`config.mk`:
```
export PLATFORM = sky130hd
export DESIGN_NAME = ram_arbiter
export DESIGN_NICKNAME = d
export VERILOG_FILES = /design/src/rtl/ram_arbiter_pkg.sv /design/src/rtl/ram_arbiter_rr_arb2.sv /design/src/rtl/ram_arbiter.sv
export SDC_FILE = /design/constraint.sdc
export NUM_CORES = 1
export LEC_CHECK = 0
export ABC_AREA = 1
export ABC_CLOCK_PERIOD_IN_PS = 1600
export BUFFER_PORTS_ARGS = -buffer_cell sky130_fd_sc_hd__buf_2
export CAP_MARGIN = 40
export CORE_MARGIN = 2
export CORE_UTILIZATION = 41
export DETAILED_ROUTE_END_ITERATION = 6
export PLACE_DENSITY = 0.75
export SETUP_SLACK_MARGIN = 0.02
export SKIP_LAST_GASP = 1
export SLEW_MARGIN = 20
export SYNTH_ARGS = -nofsm -noshare
export SYNTH_HDL_FRONTEND = slang
export SYNTH_SLANG_ARGS = --single-unit
```
`constraint.sdc`:
```
create_clock -name clk -period 1.6 [get_ports clk]
set_input_delay 0.32 -clock clk [delete_from_list [all_inputs] [get_ports clk]]
set_output_delay 0.32 -clock clk [all_outputs]
set_load 0.1 [all_outputs]
```
`src/rtl/ram_arbiter_pkg.sv`:
```
// ============================================================================
// ram_arbiter_pkg : shared sizes, FSM encodings and issue tag for ram_arbiter
// Revision: 1.0
// ============================================================================
`default_nettype none

package ram_arbiter_pkg;

    localparam int DEFAULT_WORD_SIZE = 16;
    localparam int DEFAULT_ADDR_SIZE = 8;
    localparam int ARB_PORTS         = 2;

    localparam logic [1:0] ARB_IDLE  = 2'b00;
    localparam logic [1:0] ARB_LOCK0 = 2'b01;
    localparam logic [1:0] ARB_LOCK1 = 2'b10;

    // Travels with an access from issue to the read-return stage.
    typedef struct packed {
        logic port;
        logic rd;
    } arb_tag_t;

endpackage

`default_nettype wire

```
`src/rtl/ram_arbiter_rr_arb2.sv`:
```
// ============================================================================
// rr_arb2 : combinational two-way round-robin pick, honouring a held lock
// Revision: 1.0
// ============================================================================
`default_nettype none

module rr_arb2
    import ram_arbiter_pkg::*;
(
    input  logic       req0,
    input  logic       req1,
    input  logic       last,
    input  logic [1:0] state,
    output logic       gnt0,
    output logic       gnt1
);

    always_comb begin
        gnt0 = 1'b0;
        gnt1 = 1'b0;
        case (state)
            ARB_LOCK0: gnt0 = req0;
            ARB_LOCK1: gnt1 = req1;
            default: begin
                // On a tie the port that did not win last time goes first.
                gnt0 = req0 & (~req1 | last);
                gnt1 = req1 & (~req0 | ~last);
            end
        endcase
    end

endmodule

`default_nettype wire

```
`src/rtl/ram_arbiter.sv`:
```
// ============================================================================
// ram_arbiter : two-port round-robin arbiter and sequencer for a single-port RAM
// Revision: 1.0
// ============================================================================
`default_nettype none

module ram_arbiter
    import ram_arbiter_pkg::*;
#(
    parameter int WORD = DEFAULT_WORD_SIZE,
    parameter int ADDR = DEFAULT_ADDR_SIZE
) (
    input  logic            clk,
    input  logic            reset_n,
    input  logic            req0,
    input  logic            req1,
    input  logic            we0,
    input  logic            we1,
    input  logic            lock0,
    input  logic            lock1,
    input  logic [ADDR-1:0] addr0,
    input  logic [ADDR-1:0] addr1,
    input  logic [WORD-1:0] wdata0,
    input  logic [WORD-1:0] wdata1,
    output logic            gnt0,
    output logic            gnt1,
    output logic [WORD-1:0] rdata0,
    output logic [WORD-1:0] rdata1,
    output logic            rvalid0,
    output logic            rvalid1,
    output logic [WORD-1:0] ram_in,
    output logic [ADDR-1:0] ram_address,
    output logic            ram_load,
    input  logic [WORD-1:0] ram_value
);

    logic [1:0]      r_state;
    logic [1:0]      w_state_nxt;
    logic            r_last;
    logic            w_pick0;
    logic            w_pick1;
    logic            w_any;
    arb_tag_t        r_tag;
    logic [ADDR-1:0] r_ram_address;
    logic [WORD-1:0] r_ram_in;
    logic            r_ram_load;
    logic [WORD-1:0] r_rdata0;
    logic [WORD-1:0] r_rdata1;
    logic            r_rvalid0;
    logic            r_rvalid1;

    rr_arb2 u_rr_arb2 (
        .req0  (req0),
        .req1  (req1),
        .last  (r_last),
        .state (r_state),
        .gnt0  (w_pick0),
        .gnt1  (w_pick1)
    );

    assign gnt0  = w_pick0 & reset_n;
    assign gnt1  = w_pick1 & reset_n;
    assign w_any = gnt0 | gnt1;

    // In LOCKi the grant equals req_i, so dropping lock_i always ends the
    // sequence: either as the final access or as a release without access.
    always_comb begin
        w_state_nxt = r_state;
        case (r_state)
            ARB_IDLE: begin
                if (gnt0 && lock0) begin
                    w_state_nxt = ARB_LOCK0;
                end else if (gnt1 && lock1) begin
                    w_state_nxt = ARB_LOCK1;
                end
            end
            ARB_LOCK0: if (!lock0) w_state_nxt = ARB_IDLE;
            ARB_LOCK1: if (!lock1) w_state_nxt = ARB_IDLE;
            default:   w_state_nxt = ARB_IDLE;
        endcase
    end

    always_ff @(posedge clk) begin
        if (!reset_n) begin
            r_state       <= ARB_IDLE;
            r_last        <= 1'b1;
            r_tag         <= '0;
            r_ram_address <= '0;
            r_ram_in      <= '0;
            r_ram_load    <= 1'b0;
            r_rdata0      <= '0;
            r_rdata1      <= '0;
            r_rvalid0     <= 1'b0;
            r_rvalid1     <= 1'b0;
        end else begin
            r_state <= w_state_nxt;
            if (w_any && r_state == ARB_IDLE) begin
                r_last <= gnt1;
            end

            if (w_any) begin
                r_ram_address <= gnt1 ? addr1 : addr0;
                r_ram_in      <= gnt1 ? wdata1 : wdata0;
                r_ram_load    <= gnt1 ? we1 : we0;
                r_tag.port    <= gnt1;
                r_tag.rd      <= gnt1 ? ~we1 : ~we0;
            end else begin
                r_ram_load    <= 1'b0;
                r_tag.rd      <= 1'b0;
            end

            // The RAM read happens in the cycle after issue; capture it here.
            r_rvalid0 <= r_tag.rd & ~r_tag.port;
            r_rvalid1 <= r_tag.rd &  r_tag.port;
            if (r_tag.rd && !r_tag.port) begin
                r_rdata0 <= ram_value;
            end
            if (r_tag.rd && r_tag.port) begin
                r_rdata1 <= ram_value;
            end
        end
    end

    assign ram_address = r_ram_address;
    assign ram_in      = r_ram_in;
    assign ram_load    = r_ram_load;
    assign rdata0      = r_rdata0;
    assign rdata1      = r_rdata1;
    assign rvalid0     = r_rvalid0;
    assign rvalid1     = r_rvalid1;

endmodule

`default_nettype wire

```
## After elaboration in Yosys (flattened, before gate mapping)

Cells that the tools add are included.

- Equal/unequal tests: 5
- Multiplexer cells: 11
- Bitwise logic cells: 15
- Reductions and logical operators: 9

Operators by type and width:

| cell | count |
|---|---|
| $mux 16 | 1 |
| $mux 2 | 4 |
| $mux 8 | 1 |
| $and 1x1->1 | 6 |
| $not 1->1 | 6 |
| $pmux 2 s3 | 1 |
| $logic_and 1x1->1 | 5 |
| $ne 2x2->1 const B | 2 |
| $pmux 1 s2 | 2 |
| $ne 3x3->1 const B | 1 |
| $or 1x1->1 | 3 |
| $reduce_and 3->1 | 1 |
| $eq 2x1->1 const B | 1 |
| $eq 2x2->1 const B | 1 |
| $logic_not 2->1 | 1 |
| $mux 1 | 2 |
| $reduce_and 2->1 | 1 |
| $logic_not 1->1 | 1 |

- Register bits after elaboration: 64

## Depth between registers and ports, before layout

Gate-level depths: netlist (run 1).

- Depth after elaboration: 9
- Depth in mapped cells: 12

## Modules after synthesis

Synthesis (run 1) repeated with hierarchy kept, for this count alone.

- Cells, all modules: 361
- Area total of the unflattened synthesis: 2551.2 um^2

By module, submodules not included:

| module | instances | cells each | area an instance (um^2) |
|---|---|---|---|
| ram_arbiter | 1 | 346 | 2471.1 |
| rr_arb2 | 1 | 15 | 80.1 |

## Worst setup path before layout (run 1)

Ideal clock, no wire load.

- Path type: register -> register
- Start point: register r_state[0]
- End point: register r_last
- Library setup time: 0.119 ns
- Data arrival time: 1.881 ns
- Required time: 1.481 ns
- Slack: -0.400 ns
- Cell stages (with the launch flop): 10
- Path buffers: 0
- Period minus slack after synthesis: 2.000 ns
- Cell sequence: dfxtp_1 > inv_1 > ha_1 > inv_1 > nand3_1 > nand3_2 > nor2_4 > nor2_4 > o21ai_0 > nand2_1

- Word-level cells in the longest chain between the ends: 5
- Elaborated cells on any way between the ends: 9

Ends and longest elaborated chain:

| element | line | source |
|---|---|---|
| from (decl) | ram_arbiter.sv:37 | `logic [1:0] r_state;` |
| from (signal assigned) | ram_arbiter.sv:96 | `r_state <= w_state_nxt;` |
| $eq 2x2->1 or $eq 2x1->1 (tied branches) | ram_arbiter_rr_arb2.sv:21 | `case (state)` |
| $pmux 1 s2 (*) | ram_arbiter_rr_arb2.sv:21 |  |
| $and 1x1->1 (*) | ram_arbiter.sv:62 | `assign gnt1 = w_pick1 & reset_n;` |
| via gnt1 | ram_arbiter.sv:26 | `output logic gnt1,` |
| $or 1x1->1 | ram_arbiter.sv:63 | `assign w_any = gnt0 \| gnt1;` |
| $logic_and 1x1->1 | ram_arbiter.sv:97 | `if (w_any && r_state == ARB_IDLE) begin` |
| to (signal assigned) | ram_arbiter.sv:98 | `r_last <= gnt1;` |
| to (decl) | ram_arbiter.sv:39 | `logic r_last;` |

The timed path passes the listed nets; every way through them passes the cells marked *.
A chain may end at the register's enable or synchronous reset.

## Final worst setup path (run 1)

- Start point: register r_state[0]
- End point: output gnt1

- Word-level cells in the longest chain between the ends: 3
- Elaborated cells on any way between the ends: 4

Ends and longest elaborated chain:

| element | line |
|---|---|
| $eq 2x2->1 or $eq 2x1->1 (tied branches) | ram_arbiter_rr_arb2.sv:21 |
| $pmux 1 s2 (*) | ram_arbiter_rr_arb2.sv:21 |
| $and 1x1->1 (*) | ram_arbiter.sv:62 |
| to (decl) | ram_arbiter.sv:26 |

Every way passes the cells marked *; elsewhere a longest branch is shown, timed or not.

==> summary.md, run 1 <==
| Metric | Value |
|---|---|
| Status | complete, but fails checks |
| Failing checks | negative setup slack |
| Kind of cell adding the most delay to the critical path | flip-flops |
| DP HPWL | between 5000 and 6000 microns |
| Setup Skew | 0.00729 ns |
| Adder-cell share of the synthesized area | 1.36% |
| VDD IR-drop max | 1020 uV |
| Overall global routing resource usage | 20.5% |
| Launch point of the worst path | r_state[0] |
| Fmax | 541 MHz |
| Hold Path Class | in2reg |
| Final period util | 115% |
| WS Path Type | reg2out |
| Routed Antenna Nets | 0 |
| Syn Inst Count | 377 |
| Final slew viol count | 0 |
| Largest net degree at the start of global routing | 45 |
| Diodes inserted | 0 |
| Final Setup Violations | 16 |
| Post-synthesis compound-gate area fraction | between 15 and 20% |
| Most frequent cells in the layout | 130 x buf_2, 78 x nor2_1, 62 x dfxtp_1 |
| Area Overhead vs Synth | 47.6% |
| Slowest CP cell | dfxtp_2 |
| Die Area | 7380 sq um |
| Crit end category | output pin |
| Fin. Hold Viols | 0 |
| TritonCTS clock tree | yes |
| # Max-Cap Violations | 0 |
| Power per Cell Area | 2030 nW/um^2 |
| Initial Util | 42.9% |
| Placed Area | about 3600 sq um |
| Core Region | 6420 sq um |
| Clock transition at path regs | approximately 0.07 ns |
| Global-route wire length before repair | approximately 12000 microns |
| Total power | 8.26 mW |
| Critical path arrival | 1.53 ns |
| Clk_lat worst skew | 0.33 ns |
| CTS buffer count | 9 |
| # rows | 29 |
| Final #Nets | 598 |
| Via-to-Cell Ratio | around 4.9 |
| Grt ovf | 0 |
| Synth Net Count | ~450 |
| Synth Area in Simple Gates | around a quarter |
| Library cells used by synthesis | 25 |
| Clock Sinks | between 60 and 70 |
| Fin Setup TNS | -1.14 ns |
| FF-to-FF Start | r_state[1] |
| Port buffer count | 132 |
| Leak | approximately 2.2 nW |
| Register area | 1280 sq um |
| Largest family of logic cells by synthesized area | simple AND/OR/NAND/NOR gates |
| Worst Setup Slack, final | -0.247 ns |
| Routed vias | 2943 |
| Crit path max fanout | 5 |
| Slew @ Worst Pin | about 0.5 ns |
| H-tree Lvls | 3 |
| Slowest stage delay, CP | 0.34 ns |
| GPL Wtd Cong | 0.962 |
| CP Launch Type | register |
| Final core utilization | 63.3% |
| Mux share of post-synthesis cell area | 0% |
| Vias in the first global route | 2669 |
| DR iter-0 viols | 102 |
| Share of cells above drive strength 1 | 39.3% |
| Commonest non-fill, non-tap cell in the layout | buf_2 |
| Most frequent CP cell | inv_2 |
| RSZ-0062 raised after global routing | true |
| CTS max path bufs | 2 |
| Hold Buf Count CTS | 0 |
| Initial antenna violation count | 0 |
| WP data required | 1.28 ns |
| Ys Warns | 0 |
| Multi-input logic area | between 1000 and 1500 sq um |
| CTS Root Cell | clkbuf_8 |
| Hold path startpoint | ram_value[2] |
| WL final | 7840 microns |
| IO Count | 133 |
| Post-synthesis xor/xnor area fraction | 0% |
| Minimum clock period | 1.85 ns |
| Worst rel slew slack | 66.0% |
| Fill cells | 549 |
| Mapped cell area | 2750 sq um |
| CP cell instances | inv_2 -> ha_4 -> inv_2 -> nand3_2 -> nand3_4 -> nor2_4 -> buf_12 |
| Die Span Y | 85.9 microns |
| Final instance area | 4060 sq um |
| Syn Area/Cell | 7.30 sq um |
| #FFs+latches synth | 64 |
| TritonRoute pass-1 iters | 4 |
| Wire per inst | 13.0 microns |
| Buffers & Inverters on Critical Path | 3 |
| Register area share after synthesis | 46.5% |
| Die Wd | around 86 microns |
| Residual DRC | 0 |
## routing by layer
| layer | part of all wire (%) | vias to the layer above | track usage (%) | routed length (microns) |
|---|---|---|---|---|
| met5 | 0 | - | 0 | 0 |
| met4 | 0.94 | 0 | 5.77 | 74 |
| met3 | 7.3 | 8 | 7.41 | 569 |
| met2 | 49 | 94 | 34.1 | 3830 |
| met1 | 43 | 1352 | 25.1 | 3370 |
| li1 | - | 1489 | - | - |
## report_power, final
| group | switching (mW) | leakage, nW | internal, mW |
|---|---|---|---|
| Clock | 0.594 | 0.102 | 0.840 |
| Combinational | 3.57 | 1.54 | 1.06 |
| Sequential | 0.231 | 0.525 | 1.97 |
| Total | 4.39 | 2.17 | 3.87 |
## tightest hold or removal path, delay by kind of cell
family	cells	cell delay, ns
buf+inv	1	0.08
simple gates	2	0.12
## what timing repair did
item | in CTS | in global routing
gates resized for setup | 13 | 34
setup buffers | 7 | 3
gates cloned | 2 | 2
setup endpoints to repair | 18 | 30
pin swaps | 10 | 13
## stage by stage
step | hold WS (ns) | worst slack, ns | instances
2_1_floorplan | 0.455 | -0.256 | 377
3_3_place_gp | 0.452 | -0.0242 | 578
3_5_place_dp | 0.460 | -0.0829 | 578
4_1_cts | 0.207 | -0.270 | 601
5_1_grt | 0.218 | -0.328 | 604
6_report | 0.223 | -0.247 | 604
## cell type report
| type | count | share of cell area (%) |
|---|---|---|
| clock inverters | 2 | 0.924 |
| multi-input cells | 256 | 32.8 |
| repair buffers | 154 | 24.5 |
| flip-flops and latches | 64 | 31.6 |
| inverters | 38 | 3.63 |
| clock buffers | 13 | 4.16 |
| well taps | 77 | 2.37 |
## cells by family (layout without fill, tap and decap cells)
logic type,Yosys count,after routing
and+or+nand+nor,173,173
AOI/OAI and AO/OA,80,80
DFF,64,64
buffers and inverters,57,207
adders and majority gates,3,3
## flip-flops by register name, indices dropped and copies added (netlist names)
name         cells
ram_load         1
ram_in          16
rvalid0          1
rvalid1          1
ram_address      8
r_tag            2
rdata1          16
rdata0          16
r_last           1
r_state          2
## final timing paths
| kind | to | slack, ns | depth (start not counted) |
|---|---|---|---|
| worst max-delay path | gnt1 | -0.25 | 7 |
| worst min-delay path | rdata0[2] | 0.22 | 3 |
| worst max register to register | ram_address[1] | -0.17 | 12 |
| worst min register to register | ram_address[4] | 0.46 | 2 |
## synth_stat cells
library cell	n	area (sq um)
a21o_1	13	97.6
a21oi_1	19	95.1
a21oi_4	1	16.3
buf_2	4	20.0
buf_4	1	7.51
buf_6	3	33.8
buf_8	1	15.0
clkbuf_1	9	33.8
clkbuf_2	1	5.00
clkinv_1	1	3.75
dfxtp_1	64	1280
ha_1	3	37.5
inv_1	36	135
inv_6	1	8.76
nand2_1	61	229
nand2_2	2	12.5
nand2_4	1	11.3
nand3_1	25	125
nand3_2	1	10.0
nand4_1	1	6.26
nor2_1	78	293
nor2_2	1	6.26
nor2_4	3	33.8
o21ai_0	45	225
o21ai_1	2	10.0
(Power assumes the default switching activity.)
==> inputs of run 2 (changes only) <==
--- a/config.mk
+++ b/config.mk
@@ -9,6 +9,7 @@
 export ABC_CLOCK_PERIOD_IN_PS = 1600
 export BUFFER_PORTS_ARGS = -buffer_cell sky130_fd_sc_hd__buf_2
 export CAP_MARGIN = 40
+export CORE_ASPECT_RATIO = 2
 export CORE_MARGIN = 2
 export CORE_UTILIZATION = 41
 export DETAILED_ROUTE_END_ITERATION = 6
==> run 2 against run 1 <==
Effect of this change: the run still ends with negative setup slack left; combinational power hardly changed; wire length rose by 7.0%; global-route usage increased by 2.9 points; critical path depth did not move; maximum frequency shrank 1.8%; count of clock-buffer cells in the layout down 2; flip-flop and latch count stayed put; clock skew shrank 0.0032 ns; sequential power about the same; critical path type unchanged; critical endpoint unchanged.
==> summary.md, run 2 (same netlist as run 1, synthesis figures left out) <==
| Metric | Value |
|---|---|
| Status | complete, but fails checks |
| Failing checks | negative setup slack |
| Leak | 2.28 nW (+5.4%) |
| Grt ovf | 0 (unchanged) |
| Final instance area | 4180 sq um (+3.0%) |
| Clk_lat worst skew | 0.33 ns (about the same) |
| Final slew viol count | 0 (unchanged) |
| Residual DRC | 0 (unchanged) |
| Setup Skew | 0.00414 ns (-0.00315 ns) |
| Die Span Y | 120 microns (+39%) |
| RSZ-0062 raised after global routing | true |
| IO Count | 133 (unchanged) |
| # Max-Cap Violations | 0 (unchanged) |
| Routed vias | 2973 (+1.0%) |
| Launch point of the worst path | r_state[1] |
| Commonest non-fill, non-tap cell in the layout | buf_2 |
| Routed Antenna Nets | 0 (unchanged) |
| Switching Fraction | 52.1% (-1.0 points) |
| WL final | 8390 microns (+7.0%) |
| Worst rel slew slack | 66.0% (about the same) |
| Fmax | 532 MHz (-1.8%) |
| Hold Path Sink | rdata0[8] |
| Internal Power | 4.11 mW (+6.3%) |
| Crit end category | output pin |
| Share of cells above drive strength 1 | 42.6% (+3.3 points) |
| Largest net degree at the start of global routing | 31 (-31%) |
| Hold path depth | 3 (unchanged) |
| Initial Util | 41.9% (-0.96 points) |
| R2R setup slack | -0.18 ns (about the same) |
| CTS max path bufs | 2 (unchanged) |
| CP Launch Type | register |
| Flop pwr share | 25.3% (-1.4 points) |
| # rows | 42 (+45%) |
| Global-route wire length before repair | 12900 microns (+6.9%) |
| Diodes inserted | 0 (unchanged) |
| Port buffer count | 132 (unchanged) |
| Die Wd | 61.9 microns (-28%) |
| Hold Path Class | in2reg |
| Power per Cell Area | 2060 nW/um^2 (+1.1%) |
| Area Overhead vs Synth | 52.0% |
| Final period util | 118% (+2.1 points) |
| WP data required | 1.28 ns (about the same) |
| CTS Root Cell | clkbuf_16 |
| Hold Buf Count CTS | 0 (unchanged) |
| Overall global routing resource usage | 23.5% (+2.9 points) |
| Critical path arrival | 1.56 ns (+0.03 ns) |
| Total power | 8.60 mW (+4.1%) |
| Comb power frac | 53.9% (-2.1 points) |
| Clock network power share | 20.7% (+3.3 points) |
| Fin cells | 619 (+2.5%) |
| Minimum clock period | 1.88 ns (+0.0330 ns) |
| Core Region | 6570 sq um (+2.3%) |
| TritonRoute pass-1 iters | 4 (unchanged) |
| Worst Setup Slack, final | -0.280 ns (-0.0330 ns) |
| Vias in the first global route | 2910 (+9.0%) |
| DP HPWL | 5860 microns (+13%) |
| Clock Sinks | 64 (unchanged) |
| Die Area | 7430 sq um (+0.54%) |
| Slew @ Worst Pin | 0.510 ns (+0.0000497 ns) |
| Reg2reg path depth | 12 (unchanged) |
| Cells after DPL | 594 (+2.8%) |
| Crit path max fanout | 5 (unchanged) |
| WS Path Type | reg2out |
| TritonCTS clock tree | yes |
| CTS buffer count | 9 (unchanged) |
| FF-to-FF Start | r_state[0] |
| H-tree Lvls | 3 (unchanged) |
| Initial antenna violation count | 0 (unchanged) |
| Via-to-Cell Ratio | 4.80 (-1.4%) |
| GPL Wtd Cong | 0.878 (-8.7%) |
| Switching power | 4.48 mW (+2.1%) |
| Final #Nets | 602 (+0.67%) |
| Most frequent cells in the layout | 130 x buf_2, 77 x nor2_1, 62 x dfxtp_1 |
| Hold path startpoint | ram_value[8] |
| Placed Area | 3610 sq um (+1.1%) |
| Clock transition at path regs | 0.05 ns (-0.02 ns) |
| Worst reg2reg endpoint | ram_address[1] |
| Fin. Hold Viols | 0 (unchanged) |
| Final Setup Violations | 29 (+13) |
| Wire per inst | 13.6 microns (+4.4%) |
| VDD IR-drop max | 1160 uV (+13%) |
| DR iter-0 viols | 127 (+25%) |
run 2: worst max-delay path: stages (launching register included):
cell and delay (ns):
dfxtp_2 0.33, inv_2 0.05, ha_4 0.31, inv_2 0.05
nand3_2 0.07, nand3_4 0.08, nor2_4 0.14, buf_12 0.19
run 2: worst max-delay path by stage:
stage | cells after the start | slack, ns | end
after CTS | 7 | -0.28 | gnt1
after global placement | 7 | -0.008 | gnt1
after detailed placement | 7 | -0.04 | gnt1
final | 7 | -0.28 | gnt1
after global routing | 7 | -0.32 | gnt1
after floorplan | 9 | -0.26 | r_tag[0]
run 2: power by group through the flow:
stage | logic (mW) | clock network, mW | registers (mW)
3_5_place_dp | 4.33 | 0 | 2.20
6_report | 4.64 | 1.78 | 2.18
4_1_cts | 4.50 | 1.82 | 2.17
3_3_place_gp | 4.29 | 0 | 2.18
2_1_floorplan | 1.11 | 0 | 4.61
5_1_grt | 4.87 | 1.88 | 2.22
run 2: metrics by stage:
step	utilization [%]	TNS [ns]	setup slack, ns	hold slack [ns]
after floorplan	-	-2.51	-0.256	0.455
after global placement	55.0	-0.00754	-0.00754	0.451
after detailed placement	55.0	-0.200	-0.0378	0.456
after CTS	61.4	-3.60	-0.280	0.217
after global routing	63.7	-5.88	-0.324	0.231
final	63.7	-3.46	-0.280	0.226
run 2: cell type report:
| type | instances | area (sq um) |
|---|---|---|
| Clock buffer | 11 | 253 |
| Clock inverter | 4 | 20.0 |
| Fill cell | 598 | 2390 |
| Inverter | 38 | 150 |
| Multi-Input combinational cell | 256 | 1390 |
| Sequential cell | 64 | 1280 |
| Tap cell | 88 | 110 |
| Timing Repair Buffer | 158 | 973 |
run 2: what timing repair did:
item / 4_1_cts / 5_1_grt
gates resized for setup: 17 / 44
gates cloned: 1 / 0
setup endpoints to repair: 15 / 30
setup buffers: 8 / 2
pin swaps: 8 / 20
run 2: layer usage:
layer / vias up / GRT usage (%) / routed length, microns
met5: - / 0 / 0
met4: 0 / 14.8 / 327
met3: 24 / 4.74 / 332
met2: 102 / 41.1 / 4790
met1: 1350 / 23.2 / 2940
li1: 1497 / - / -
